--- config.mk ---
export PLATFORM = sky130hd
export DESIGN_NAME = inv_sequencer
export DESIGN_NICKNAME = d
export VERILOG_FILES = /design/src/rtl/inv_sequencer_pkg.sv /design/src/rtl/inv_sequencer.sv
export SDC_FILE = /design/constraint.sdc
export NUM_CORES = 1
export LEC_CHECK = 0
export ABC_AREA = 1
export ABC_CLOCK_PERIOD_IN_PS = 2600
export CORE_ASPECT_RATIO = 1.1
export CORE_MARGIN = 5
export CORE_UTILIZATION = 40
export CTS_CLUSTER_DIAMETER = 50
export DETAILED_ROUTE_END_ITERATION = 12
export HOLD_SLACK_MARGIN = 0.06
export PLACE_DENSITY = 0.67
export SYNTH_ARGS = -nofsm -noshare
export SYNTH_HDL_FRONTEND = slang
export SYNTH_SLANG_ARGS = --single-unit
export TNS_END_PERCENT = 20
--- constraint.sdc ---
create_clock -name clk -period 2.6 [get_ports clk]
set_input_delay 0.52 -clock clk [delete_from_list [all_inputs] [get_ports clk]]
set_output_delay 0.52 -clock clk [all_outputs]
set_load 0.01 [all_outputs]
--- src/rtl/inv_sequencer_pkg.sv ---
// Shared constants for the field-inversion sequencer: modulus, exponent,
// ALU op codes, sequencer state encodings and watchdog default.
package inv_sequencer_pkg;

    localparam logic [254:0] Q   = ~255'd18;
    localparam logic [254:0] EXP = Q - 255'd2;

    localparam logic [1:0] ALU_PRE_CAL = 2'd0;
    localparam logic [1:0] ALU_DOUBLE  = 2'd1;
    localparam logic [1:0] ALU_DIVINV  = 2'd2;
    localparam logic [1:0] ALU_DIVMUL  = 2'd3;

    typedef logic [2:0] seq_state_t;
    localparam seq_state_t S_IDLE  = 3'd0;
    localparam seq_state_t S_ISSUE = 3'd1;
    localparam seq_state_t S_RUN   = 3'd2;
    localparam seq_state_t S_DRAIN = 3'd3;
    localparam seq_state_t S_FIN   = 3'd4;

    localparam int unsigned WDOG_DEFAULT = 7;

    // Bit 254 is consumed when the base is copied into the LUT.
    localparam logic [7:0] BIT_TOP = 8'd253;

endpackage

--- src/rtl/inv_sequencer.sv ---
// Drives the ALU DIVINV op through left-to-right square-and-multiply over
// EXP[253:0], with abort draining and a watchdog on the ALU ready strobe.
module inv_sequencer
    import inv_sequencer_pkg::*;
#(
    parameter int unsigned WDOG = WDOG_DEFAULT
) (
    input  logic       clk,
    input  logic       rst,
    input  logic       start,
    input  logic       abort,
    input  logic       alu_ready,
    output logic       alu_valid,
    output logic [1:0] alu_state,
    output logic       alu_keep_flag,
    output logic       alu_consecutive_flag,
    output logic       busy,
    output logic       done,
    output logic       err,
    output logic [7:0] bit_idx
);

    localparam int unsigned    WDW      = $clog2(WDOG + 2);
    localparam logic [WDW-1:0] WDOG_LIM = WDW'(WDOG);

    seq_state_t     state_q, state_d;
    logic [7:0]     bit_idx_q, bit_idx_d;
    logic [WDW-1:0] wdog_q, wdog_d;
    logic           err_q, err_d;
    logic           wdog_exp;
    logic           active;

    assign wdog_exp = (wdog_q > WDOG_LIM);

    always_comb begin
        state_d   = state_q;
        bit_idx_d = bit_idx_q;
        wdog_d    = wdog_q;
        err_d     = err_q;
        case (state_q)
            S_IDLE: begin
                if (start) begin
                    state_d   = S_ISSUE;
                    bit_idx_d = BIT_TOP;
                    wdog_d    = '0;
                    err_d     = 1'b0;
                end
            end
            S_ISSUE: begin
                state_d = abort ? S_DRAIN : S_RUN;
                wdog_d  = '0;
            end
            S_RUN: begin
                if (wdog_exp) begin
                    state_d = S_FIN;
                    err_d   = 1'b1;
                end else if (alu_ready) begin
                    // Last bit wins over a coincident abort: result is complete.
                    if (bit_idx_q == 8'd0) begin
                        state_d = S_FIN;
                        err_d   = 1'b0;
                    end else if (abort) begin
                        state_d = S_FIN;
                        err_d   = 1'b1;
                    end else begin
                        bit_idx_d = bit_idx_q - 8'd1;
                        wdog_d    = '0;
                    end
                end else begin
                    wdog_d = wdog_q + 1'b1;
                    if (abort) begin
                        state_d = S_DRAIN;
                    end
                end
            end
            S_DRAIN: begin
                if (wdog_exp || alu_ready) begin
                    state_d = S_FIN;
                    err_d   = 1'b1;
                end else begin
                    wdog_d = wdog_q + 1'b1;
                end
            end
            S_FIN: begin
                state_d = S_IDLE;
                wdog_d  = '0;
            end
            default: begin
                state_d = S_IDLE;
                wdog_d  = '0;
            end
        endcase
    end

    always_ff @(posedge clk or negedge rst) begin
        if (!rst) begin
            state_q   <= S_IDLE;
            bit_idx_q <= '0;
            wdog_q    <= '0;
            err_q     <= 1'b0;
        end else begin
            state_q   <= state_d;
            bit_idx_q <= bit_idx_d;
            wdog_q    <= wdog_d;
            err_q     <= err_d;
        end
    end

    always_comb begin
        active    = (state_q == S_ISSUE) || (state_q == S_RUN) || (state_q == S_DRAIN);
        busy      = active;
        alu_valid = (state_q == S_ISSUE);
        alu_state = active ? ALU_DIVINV : ALU_PRE_CAL;
        // DRAIN keeps the bit flag so the in-flight op runs its full length.
        alu_consecutive_flag = active & EXP[bit_idx_q];
        alu_keep_flag = ((state_q == S_ISSUE) || (state_q == S_RUN)) &&
                        (bit_idx_q != 8'd0) && !abort && !wdog_exp;
        done    = (state_q == S_FIN);
        err     = (state_q == S_FIN) & err_q;
        bit_idx = bit_idx_q;
    end

endmodule
After elaboration in Yosys (flattened, before gate mapping)

Memories as Yosys holds them, arrays and structs flattened.
Index checks and enable logic that the tools add are counted.

Memory bits (read-only): 256
Bits in registers: 16
Word-level logic and storage cells: 75
Output and inout bits: 16
Bits in latches: 0
Memories: 1
Bits in writable memories: 0
Bits of input ports: 5

Memories:

| memory           | words | bits a word | read ports | clocked after memory_dff | wr ports | line                 | source |
|---|---|---|---|---|---|---|---|
| (name not given) | 256   | 1           | 1          | 0                        | 0        | inv_sequencer.sv:115 | `alu_consecutive_flag = active & EXP[bit_idx_q];` |

$add $sub $neg: 2
Multiply operators: 0
Equality and inequality tests: 16
Magnitude comparators: 2
Multiplexer cells: 31
Div/mod/pow operators: 0
Reduce and logical (&&, ||, !) cells: 17
Shift operators: 0
Bitwise gates (word level): 2

Operator list:

| operator                                                                         | number |
|---|---|
| 8-bit 2-to-1 mux                                                                 | 5 |
| 4-bit 2-to-1 mux                                                                 | 6 |
| 3-bit 2-to-1 mux                                                                 | 7 |
| 8-bit one-hot mux with 2 select lines                                            | 1 |
| 2-bit inequality test (second input constant)                                    | 7 |
| 3-bit one-hot mux with 4 select lines                                            | 1 |
| 4-bit one-hot mux with 3 select lines                                            | 1 |
| 5-bit AND reduction                                                              | 2 |
| 8-bit by 9-bit < comparator with 1-bit output (second input constant)            | 1 |
| 3-bit inequality test (second input constant)                                    | 3 |
| 8-bit logical NOT                                                                | 1 |
| 1-bit 2-to-1 mux                                                                 | 8 |
| 4-bit inequality test (second input constant)                                    | 2 |
| 8-bit nonzero test                                                               | 1 |
| 8-bit by 1-bit subtractor with 8-bit output (second input constant)              | 1 |
| 3-bit by 2-bit == test with 1-bit output (second input constant)                 | 2 |
| 6-bit AND reduction                                                              | 1 |
| 4-bit by 1-bit adder with 4-bit output (second input constant)                   | 1 |
| 4-bit by 3-bit greater-than comparator with 1-bit output (second input constant) | 1 |
| 4-bit AND reduction                                                              | 1 |
| 3-bit by 1-bit == test with 1-bit output (second input constant)                 | 1 |
| 3-bit == test (second input constant)                                            | 1 |
| 1-bit logical AND                                                                | 3 |
| 3-bit logical NOT                                                                | 1 |
| other kinds (7)                                                                  | 11 |

Longest topological paths before layout

Word-level depth: 6
Gate-level depth with buffers: 10
Mapped depth without buffers: 10

Worst setup path before layout

OpenSTA, ideal clock, no wires.

Path kind: flip-flop to output port
Start: register bit_idx_q[0] (netlist: bit_idx[0])
End: output alu_consecutive_flag
Cell stages (with the launch flop): 8
Path slack: 0.936 ns
Path buffers: 0
Data arrival time: 1.144 ns
Required time: 2.080 ns
Cell sequence: dfrtp_1 -> inv_1 -> ha_1 -> inv_1 -> nand2_1 -> o21ai_0 -> nor3_1 -> a21oi_1

Cells in the longest elaborated chain, start to end: 3

Ends and longest elaborated chain:

| element                                | line                 | source |
|---|---|---|
| from (decl)                            | inv_sequencer.sv:27  | `logic [7:0] bit_idx_q, bit_idx_d;` |
| from (signal assigned)                 | inv_sequencer.sv:103 | `bit_idx_q <= bit_idx_d;` |
| memory 256 x 1 bit                     | --                   |  |
| 1-bit 2-to-1 mux (not written as such) | inv_sequencer.sv:115 |  |
| 1-bit AND                              | inv_sequencer.sv:115 |  |
| to (decl)                              | inv_sequencer.sv:16  | `output logic alu_consecutive_flag,` |

Every way passes these cells. The select of a mux whose other input is x is not followed.

Worst setup path after layout

Start: input abort
End: output alu_keep_flag

Cells in the longest elaborated chain, start to end: 3

Ends and longest elaborated chain:

| element                        | line                 | source |
|---|---|---|
| from (decl)                    | inv_sequencer.sv:11  | `input logic abort,` |
| 1-bit logical NOT              | inv_sequencer.sv:117 | `(bit_idx_q != 8'd0) && !abort && !wdog_exp;` |
| 1-bit logical AND (2 in a row) | inv_sequencer.sv:117 |  |
| to (decl)                      | inv_sequencer.sv:15  | `output logic alu_keep_flag,` |

Every way passes these cells.

==> metrics <==
status finished, final reports clean; Main synth FF type dfrtp_1; Synth Area in Adders 0.0394; crit path kind in2out; initial core utilization 0.417; share of the synthesized area in the top cell type 0.315; CTS root buf clkbuf_4; area leader, netlist dfrtp_1; CP required 2.08 ns; top post-synthesis cells by area dfrtp_1, nand2_1, nand3_1; reg2reg setup slack 0.93 ns; CTS Buf Count 3; max-cap viol count 0; Setup crit end alu_keep_flag; largest family of logic cells by synthesized area simple AND/OR/NAND/NOR gates; wire length per cell approximately 12 um; mux cell area share after synthesis 0; Setup violations, final 0; area growth from synthesis to final layout 18.4%; post-synthesis xor/xnor area fraction 0.0138; P per Cell Area about 1300 nW/um2; Syn Nets 192; Worst Setup SP abort; top cell types by occurrence after synthesis nand2_1, nand3_1, inv_1; Critical Path AT about 1.9 ns; Hold Crit Class reg2reg; cells resized by post-CTS repair 0; Die X roughly 64 um; number of vias per cell around 5.1; ys async rst share 1.00; core area 3050 um2; Pleak roughly 0.79 nW; synthesized area around 1300 um2; first-pass GRT wire length 5.16 mm; fin crit share 0.942; die height about 69 um; Mean Syn Cell Area roughly 6.9 um2; Final min period roughly 2.4 ns; hold buffers post-CTS 0; H-tree depth 1; final clock skew approximately 0.0012 ns; unique cell type count in the Yosys netlist 26; Crit Reg-Reg Endpoint bit_idx[1]$_DFFE_PN0P_; most frequent cell after synthesis nand2_1; post-layout net count roughly 210; Fin Hold WS 0.495 ns; Hold Violations, Final 0; Synth Area in Compound Gates 0.0798; CP Capture Type output port; IO buf count 19; grt total ovfl 0; CTS Buffer Depth 2; Tot GR Track Use 0.138; Clk Latency, worst-skew pair around 0.3 ns; Worst-Margin Slew ~0.75 ns; Max Fclk slightly above 0.4 GHz; antenna violations before repair 0; vias in the first global route between 1000 and 1500; Ys Warns 0; worst r2r src state_q[2]$_DFFE_PN0P_; DR pass1 iterations 4; die area roughly 4400 um2; vias post-DR 1199; clk sinks 16; Synth Area in Simple Gates 0.451; CTS tree yes; antenna cell count 0; final-report max-slew violation count 0; max_slew headroom 0.496; total negative slack 0 ns; Seq/Total Area, Yosys 0.315; Worst VDD drop 668 uV; Placer Congestion between 0.8 and 0.9; row cnt 21; post-route ant nets 0; Reg2Reg Depth 8; Post-synth EDFFs 0; hpwl dp ~2.2 mm; Initial DRC Count 64; number of synthesized register bits 16; Synth Instances roughly 180; DRC 0; # IOs 21; Max FO, Critical Path 3; crit start category primary input; post-CTS setup buffers 0; RSZ-0062 raised after global routing no; layout cells sized above 1 0.114; final wirelength between 2 and 3 mm; largest net degree at the start of global routing 17; CTS clk-pin slew, worst paths 0.10 ns
[how the worst min path moves through the flow]
stage	from	endpoint	depth (start not counted)
global placement	err_q$_DFFE_PN0P_	err_q$_DFFE_PN0P_	2
CTS	err_q$_DFFE_PN0P_	err_q$_DFFE_PN0P_	2
detailed placement	err_q$_DFFE_PN0P_	err_q$_DFFE_PN0P_	2
global route	err_q$_DFFE_PN0P_	err_q$_DFFE_PN0P_	2
floorplan	rst	bit_idx[0]$_DFFE_PN0P_	0
finish	err_q$_DFFE_PN0P_	err_q$_DFFE_PN0P_	2
[layout by cell type, fill, tap and decap left out, drive strengths merged]
master         instances
ha                     4
nand3                 23
dlymetal6s2s           1
clkdlybuf4s50         18
xor2                   2
o21ai                 14
inv                   23
a21oi                  4
nand3b                 2
nor2                  23
and3                   1
nand2                 61
clkbuf                 4
conb                   1
dfrtp                 16
nand4                  3
nor3                   2
[critical path: stages]
cell and delay [ns]:
clkdlybuf4s50_1 0.45, nor2_1 0.18, o21ai_0 0.12, nor2_1 0.11, clkdlybuf4s50_1 0.55
[per-stage QoR]
stage / setup WS, ns / cell area (um2) / power, W / util / instances
floorplan: 0.936 / 1270 / 0.00136 / - / 183
global placement: 0.181 / 1470 / 0.00173 / 0.481 / 232
detailed placement: 0.168 / 1470 / 0.00176 / 0.481 / 232
CTS: 0.0980 / 1500 / 0.00195 / 0.493 / 236
global route: 0.0512 / 1500 / 0.00212 / 0.493 / 236
finish: 0.152 / 1500 / 0.00192 / 0.493 / 236
[routing by layer]
layer	GRT usage	up-vias	wire (um)
met1	0.188	541	1360
met3	0.0244	4	150
met2	0.216	37	1370
met4	0.0508	0	48
met5	0	-	0
li1	-	617	-
[sequential cells by signal, indices dropped and copies added, names as in the netlist]
| name | cells |
|---|---|
| state_q | 3 |
| wdog_q | 4 |
| err_q | 1 |
| bit_idx | 8 |
[power breakdown]
part / internal, W / total [W] / switching [W]
combinational: 0.000511 / 0.00125 / 0.000739
clock: 0.0000854 / 0.000173 / 0.0000880
sequential: 0.000355 / 0.000501 / 0.000146
total: 0.000951 / 0.00192 / 0.000973
[area by class of cell]
| cell class | instances | area (um2) |
|---|---|---|
| fillers | 308 | 1540 |
| repair buffers | 19 | 193 |
| flip-flops and latches | 16 | 400 |
| well taps | 34 | 42.5 |
| clock buffers | 4 | 36.3 |
| multi-input cells | 140 | 746 |
| inverters | 23 | 86.3 |
[logic make-up after synthesis]
family | count (synthesis)
other | 1
adder cells (fa/ha/maj) | 4
flip-flops | 16
XOR/XNOR | 2
AND/OR/NAND/NOR | 115
buffers and inverters | 27
AO/OA/AOI/OAI | 18
Power figures use the tool's default switching activity.
==> RTL edit 1 (same flow settings) <==
Change the package constant `WDOG_DEFAULT` from 7 to 9.
--- a/src/rtl/inv_sequencer_pkg.sv
+++ b/src/rtl/inv_sequencer_pkg.sv
@@ -18,5 +18,5 @@
     localparam seq_state_t S_FIN   = 3'd4;
 
-    localparam int unsigned WDOG_DEFAULT = 7;
+    localparam int unsigned WDOG_DEFAULT = 9;
 
     // Bit 254 is consumed when the base is copied into the LUT.
Formal check against the unedited RTL: same outputs for any inputs over 10 cycles, from zero or initial values and one cycle with rst low; that may be too few to reach the edited logic, so the function may still have changed.
==> RTL edit 1 against the unedited design <==
Synthesized area rose by 12%; worst hold slack improved by 0.0023 ns; final area rose by 13%; synthesized cell count rose by 4.4%; combinational power rose by 6%; final cell count rose by 11%; routed wire length rose by 12%; clock skew rose by 0.0021 ns; total power rose by 4.4%; sequential cell count did not move; setup slack improved by 0.052 ns.
==> RTL edit 1: results (changes against the unedited design) <==
global_route:
  grt_pass1_wl_um: 5678  # was 5161 um
  grtUsageTotal: 0.1490  # was 0.1379
  first_global_vias: 1307  # was 1160
cells_and_area:
  drive_above_1_share: 0.1549  # was 0.1139
  final.fill_count: 352  # was 308
  nets: 225  # was 212
timing:
  slew_headroom: 0.4885  # was 0.4956
  fin_skew_ns: 0.003312  # was 0.001219 ns
  timing.final.crit_share: 0.9218  # was 0.9417
yosys:
  yosys.area_share.adder: 0.05277  # was 0.03941
  ys_top_cells_by_area: "dfrtp_1, nand2_1, nand3_1"  # unchanged
  synthDistinctLibCells: 31  # was 26
  synth_common_cells: "nand2_1, nand3_1, inv_1"  # unchanged
  seq_area_frac_synth: 0.2814  # was 0.3153
  synthXorXnorAreaFrac: 0.01231  # was 0.01379
  synth_compound_area_frac: 0.06420  # was 0.07980
min_path:
  hold_class: "reg2reg"  # unchanged
power_and_ir_drop:
  leakage_uw: 0.0008285  # was 0.0007883 uW
drt:
  wl_per_cell_um: 12.49  # was 12.37 um
  viasPerCell: 4.989  # was 5.081
  drt_iter0_markers: 91  # was 64
critical_path:
  path_max_fanout: 7  # was 3
  reg2reg_slack_ns: 0.78  # was 0.93 ns
  crit_path_start: "bit_idx[0]$_DFFE_PN0P_"  # was abort
place:
  gp_congestion: 0.8365  # was 0.8296
  preCtsSetupSlack_ns: 0.2596  # was 0.1676 ns
  hpwl_um: 2448  # was 2198 um
outcome:
  status: "complete, no violations"  # unchanged
==> RTL edit 1: cell count changes in the layout (fill, tap and decap cells not counted), sizes merged, moves of 2 or more <==
cell / delta
ha: +2
nand2: -2
a211oi: +3
nand3b: +2
xnor2: +2
buf: +2
nand3: +3
inv: -3
o21ai: -10
nor2: +3
nand4: +9
xor2: -2
==> RTL edit 1: logic make-up after synthesis <==
group                      after synthesis
and+or+nand+nor                        131
buffers and inverters                   23
xor gates and xnor gates                 2
AOI/OAI and AO/OA                       12
other                                    1
adders and majority gates                6
DFF                                     16
==> RTL edit 1: critical path, stage by stage, from the launching register on <==
cell	delay (ns)
dfrtp_1	0.42
inv_2	0.10
ha_1	0.20
nor2_1	0.08
a211oi_1	0.05
a21boi_0	0.17
clkdlybuf4s50_1	0.56
==> RTL edit 1: cell type report <==
type,count,area share
Multi-Input combinational cell,152,0.5402
Sequential cell,16,0.2369
Timing Repair Buffer,21,0.1203
Inverter,20,0.04576
Tap cell,48,0.03542
Clock buffer,4,0.02140
==> RTL edit 1: final timing paths <==
| check | to | depth (start not counted) |
|---|---|---|
| max in group asynchronous | wdog_q[0]$_DFFE_PN0P_ | 1 |
| min reg2reg | err_q$_DFFE_PN0P_ | 2 |
| max | alu_consecutive_flag | 6 |
| min in group asynchronous | wdog_q[0]$_DFFE_PN0P_ | 1 |
| min | err_q$_DFFE_PN0P_ | 2 |
| max reg2reg | bit_idx[2]$_DFFE_PN0P_ | 8 |
==> RTL edit 1: metal layers <==
layer  wire, um  global-route usage
met3        107             0.01084
met4         69             0.06757
met2       1548              0.2522
met5          0                   0
met1       1535              0.1918
==> RTL edit 1: repair_timing <==
item                       in CTS  in global routing
buffers inserted                0                  0
setup endpoints to repair       1                  1
gates resized for setup         2                  1
==> RTL edit 1: where the power goes <==
group          internal [uW]  switching (uW)  total, uW
Sequential               354             161        515
Clock                   85.5            86.2        172
Combinational            557             766       1320
Total                    997            1010       2010
==> RTL edit 1: per-stage QoR <==
step | cells | total power (uW) | hold WS (ns) | cell area, um2
after floorplan | 191 | 1444 | 0.2244 | 1423
after global placement | 257 | 1840 | 0.4608 | 1659
after detailed placement | 257 | 1855 | 0.4804 | 1659
after CTS | 261 | 2032 | 0.5047 | 1695
after global routing | 261 | 2215 | 0.5557 | 1695
final | 261 | 2010 | 0.4977 | 1695
==> RTL edit 2 (same settings) <==
Made on the original files. Make the reset (`rst`) synchronous in one clocked block.
--- a/src/rtl/inv_sequencer.sv
+++ b/src/rtl/inv_sequencer.sv
@@ -93,5 +93,5 @@
     end
 
-    always_ff @(posedge clk or negedge rst) begin
+    always_ff @(posedge clk) begin
         if (!rst) begin
             state_q   <= S_IDLE;
Function: differs if rst is asserted again (counterexample within 4 cycles, from zero or initial values and one cycle with rst low); with rst held inactive, the same outputs for 10 cycles.
==> RTL edit 2 against the unedited design <==
Critical path depth grew 1; synthesized area fell by 6.7%; non-clock buffer count increased by 1; total power is 4.3% lower; first-iteration DRC count increased by 7.8%; critical path type is now reg2out; setup slack got worse by 0.0015 ns; sequential share of layout area is 2.9 points lower; final area down 4.6%; routed wire length down 2.3%; sequential cell count is 1 higher; final cell count grew 2.5%.
==> RTL edit 2: results (changes against the unedited design) <==
outcome:
  status: "complete, no violations"  # unchanged
yosys:
  yosysWarnings: 0  # unchanged
  synth_common_cells: "nand2_1, inv_1, nand3_1, nor2_1, dfxtp_1"  # was nand2_1, nand3_1, inv_1
  syn_area_per_cell_um2: 6.303  # was 6.940 um2
  muxShareOfSynthArea: 0  # unchanged
  ys_top_cells_by_area: "dfxtp_1, nand2_1, nand3_1"  # was dfrtp_1, nand2_1, nand3_1
  async_reset_ff_frac: 0  # was 1.000
  synthXorXnorAreaFrac: 0.007392  # was 0.01379
  seq_area_frac_synth: 0.2872  # was 0.3153
  synthDistinctLibCells: 32  # was 26
  ys.flop_type: "dfxtp_1"  # was dfrtp_1
  yosys.area_share.adder: 0.02112  # was 0.03941
  synth_compound_area_frac: 0.08976  # was 0.07980
  synth_fp_nets: 195  # was 192
global_route:
  grtUsageTotal: 0.1593  # was 0.1379
  grt_pass1_wl_um: 4995  # was 5161 um
  grt_max_degree: 11  # was 17
  first_global_vias: 1181  # was 1160
critical_path:
  rr_worst_depth: 11  # was 8
  cp_slowest_stage_delay_ns: 0.48  # was 0.55 ns
  path_delay_family: "buffers and inverters"  # unchanged
  reg2reg_slack_ns: 0.70  # was 0.93 ns
  crit_path_start: "bit_idx[1]$_SDFFE_PN0N_"  # was abort
  critical_path_arrival_ns: 1.93  # about the same
  path_max_fanout: 6  # was 3
timing:
  fin_skew_ns: 0.01150  # was 0.001219 ns
  period_minus_slack_ns: 2.450  # was 2.448 ns
  holdWs_ns: 0.5017  # was 0.4955 ns
place:
  postPlaceCellArea_mm2: 0.001405  # was 0.001465 mm2
  gp_congestion: 0.9773  # was 0.8296
  preCtsSetupSlack_ns: 0.1648  # was 0.1676 ns
  hpwl_um: 2233  # was 2198 um
  place.port_buffers: 19  # unchanged
  placed_cells: 238  # was 232
min_path:
  whs_endpoint: "wdog_q[0]$_SDFFE_PN0P_"  # was err_q$_DFFE_PN0P_
  worstHoldStart: "wdog_q[0]$_SDFFE_PN0P_"  # was err_q$_DFFE_PN0P_
drt:
  viasPerCell: 5.066  # was 5.081
  met2_length_um: 1282  # was 1365 um
  top_layer: "met4"  # unchanged
  wl_um: 2854  # was 2920 um
  wl_met3_um: 147  # was 150 um
  drt_iter0_markers: 69  # was 64
  met1Wirelength_um: 1320  # was 1356 um
cells_and_area:
  drive_above_1_share: 0.1148  # was 0.1139
  nets: 217  # was 212
  final_cells: 242  # was 236
power_and_ir_drop:
  leakage_uw: 0.0007026  # was 0.0007883 uW
  ir_worst_vdd_uv: 696.6  # was 668.3 uV
cts:
  clk_pin_slew_ns: 0.12  # was 0.10 ns
  clock_path_buffers: 2  # unchanged
  clock_latency_ns: 0.31
[RTL edit 2: changes by cell type after synthesis, moves of 3 or more]
cell     before  now
dfxtp_1       0   17
dfrtp_1      16    0
o21ai_0      10    3
nor3_1        2    5
inv_1        20   31
nor2_1       18   24
a21oi_1       3    7
nand2_1      54   40
nand3_1      21   24
[RTL edit 2: worst register-to-register path: stages, from the launching register on]
cell and delay, ns:
dfxtp_1 0.33, inv_1 0.10, ha_1 0.30, nand2_1 0.14, o21ai_2 0.23, nand2_4 0.12, nand2_4 0.14, nand2_1 0.06
nand3_1 0.11, nor2_1 0.06, nor2_1 0.12, nand3_1 0.09
[RTL edit 2: power by group]
group          total [uW]  internal (uW)  leakage (uW)  switching [uW]
Combinational        1250            508      0.000545             737
Sequential            442            350      0.000140            91.5
Clock                 154           57.4     0.0000177            96.5
Total                1840            916      0.000703             925
[RTL edit 2: cells by family after synthesis]
logic type,Yosys count
and+or+nand+nor,111
AOI/OAI and AO/OA,17
DFF,17
other,1
xor gates and xnor gates,1
adders and majority gates,2
buffers and inverters,39
[RTL edit 2: metal layers]
layer	vias to the layer above	global-route usage
li1	638	-
met1	539	0.2007
met2	38	0.2421
met3	11	0.02907
met4	0	0.1008
met5	-	0
[RTL edit 2: layout make-up]
cell class	count	area [um2]
well taps	33	41.29
inverters	36	137.6
multi-input cells	132	690.7
flip-flops and latches	17	340.3
repair buffers	20	197.7
fillers	305	1368
clock buffers	3	22.52
clock inverters	1	5.005
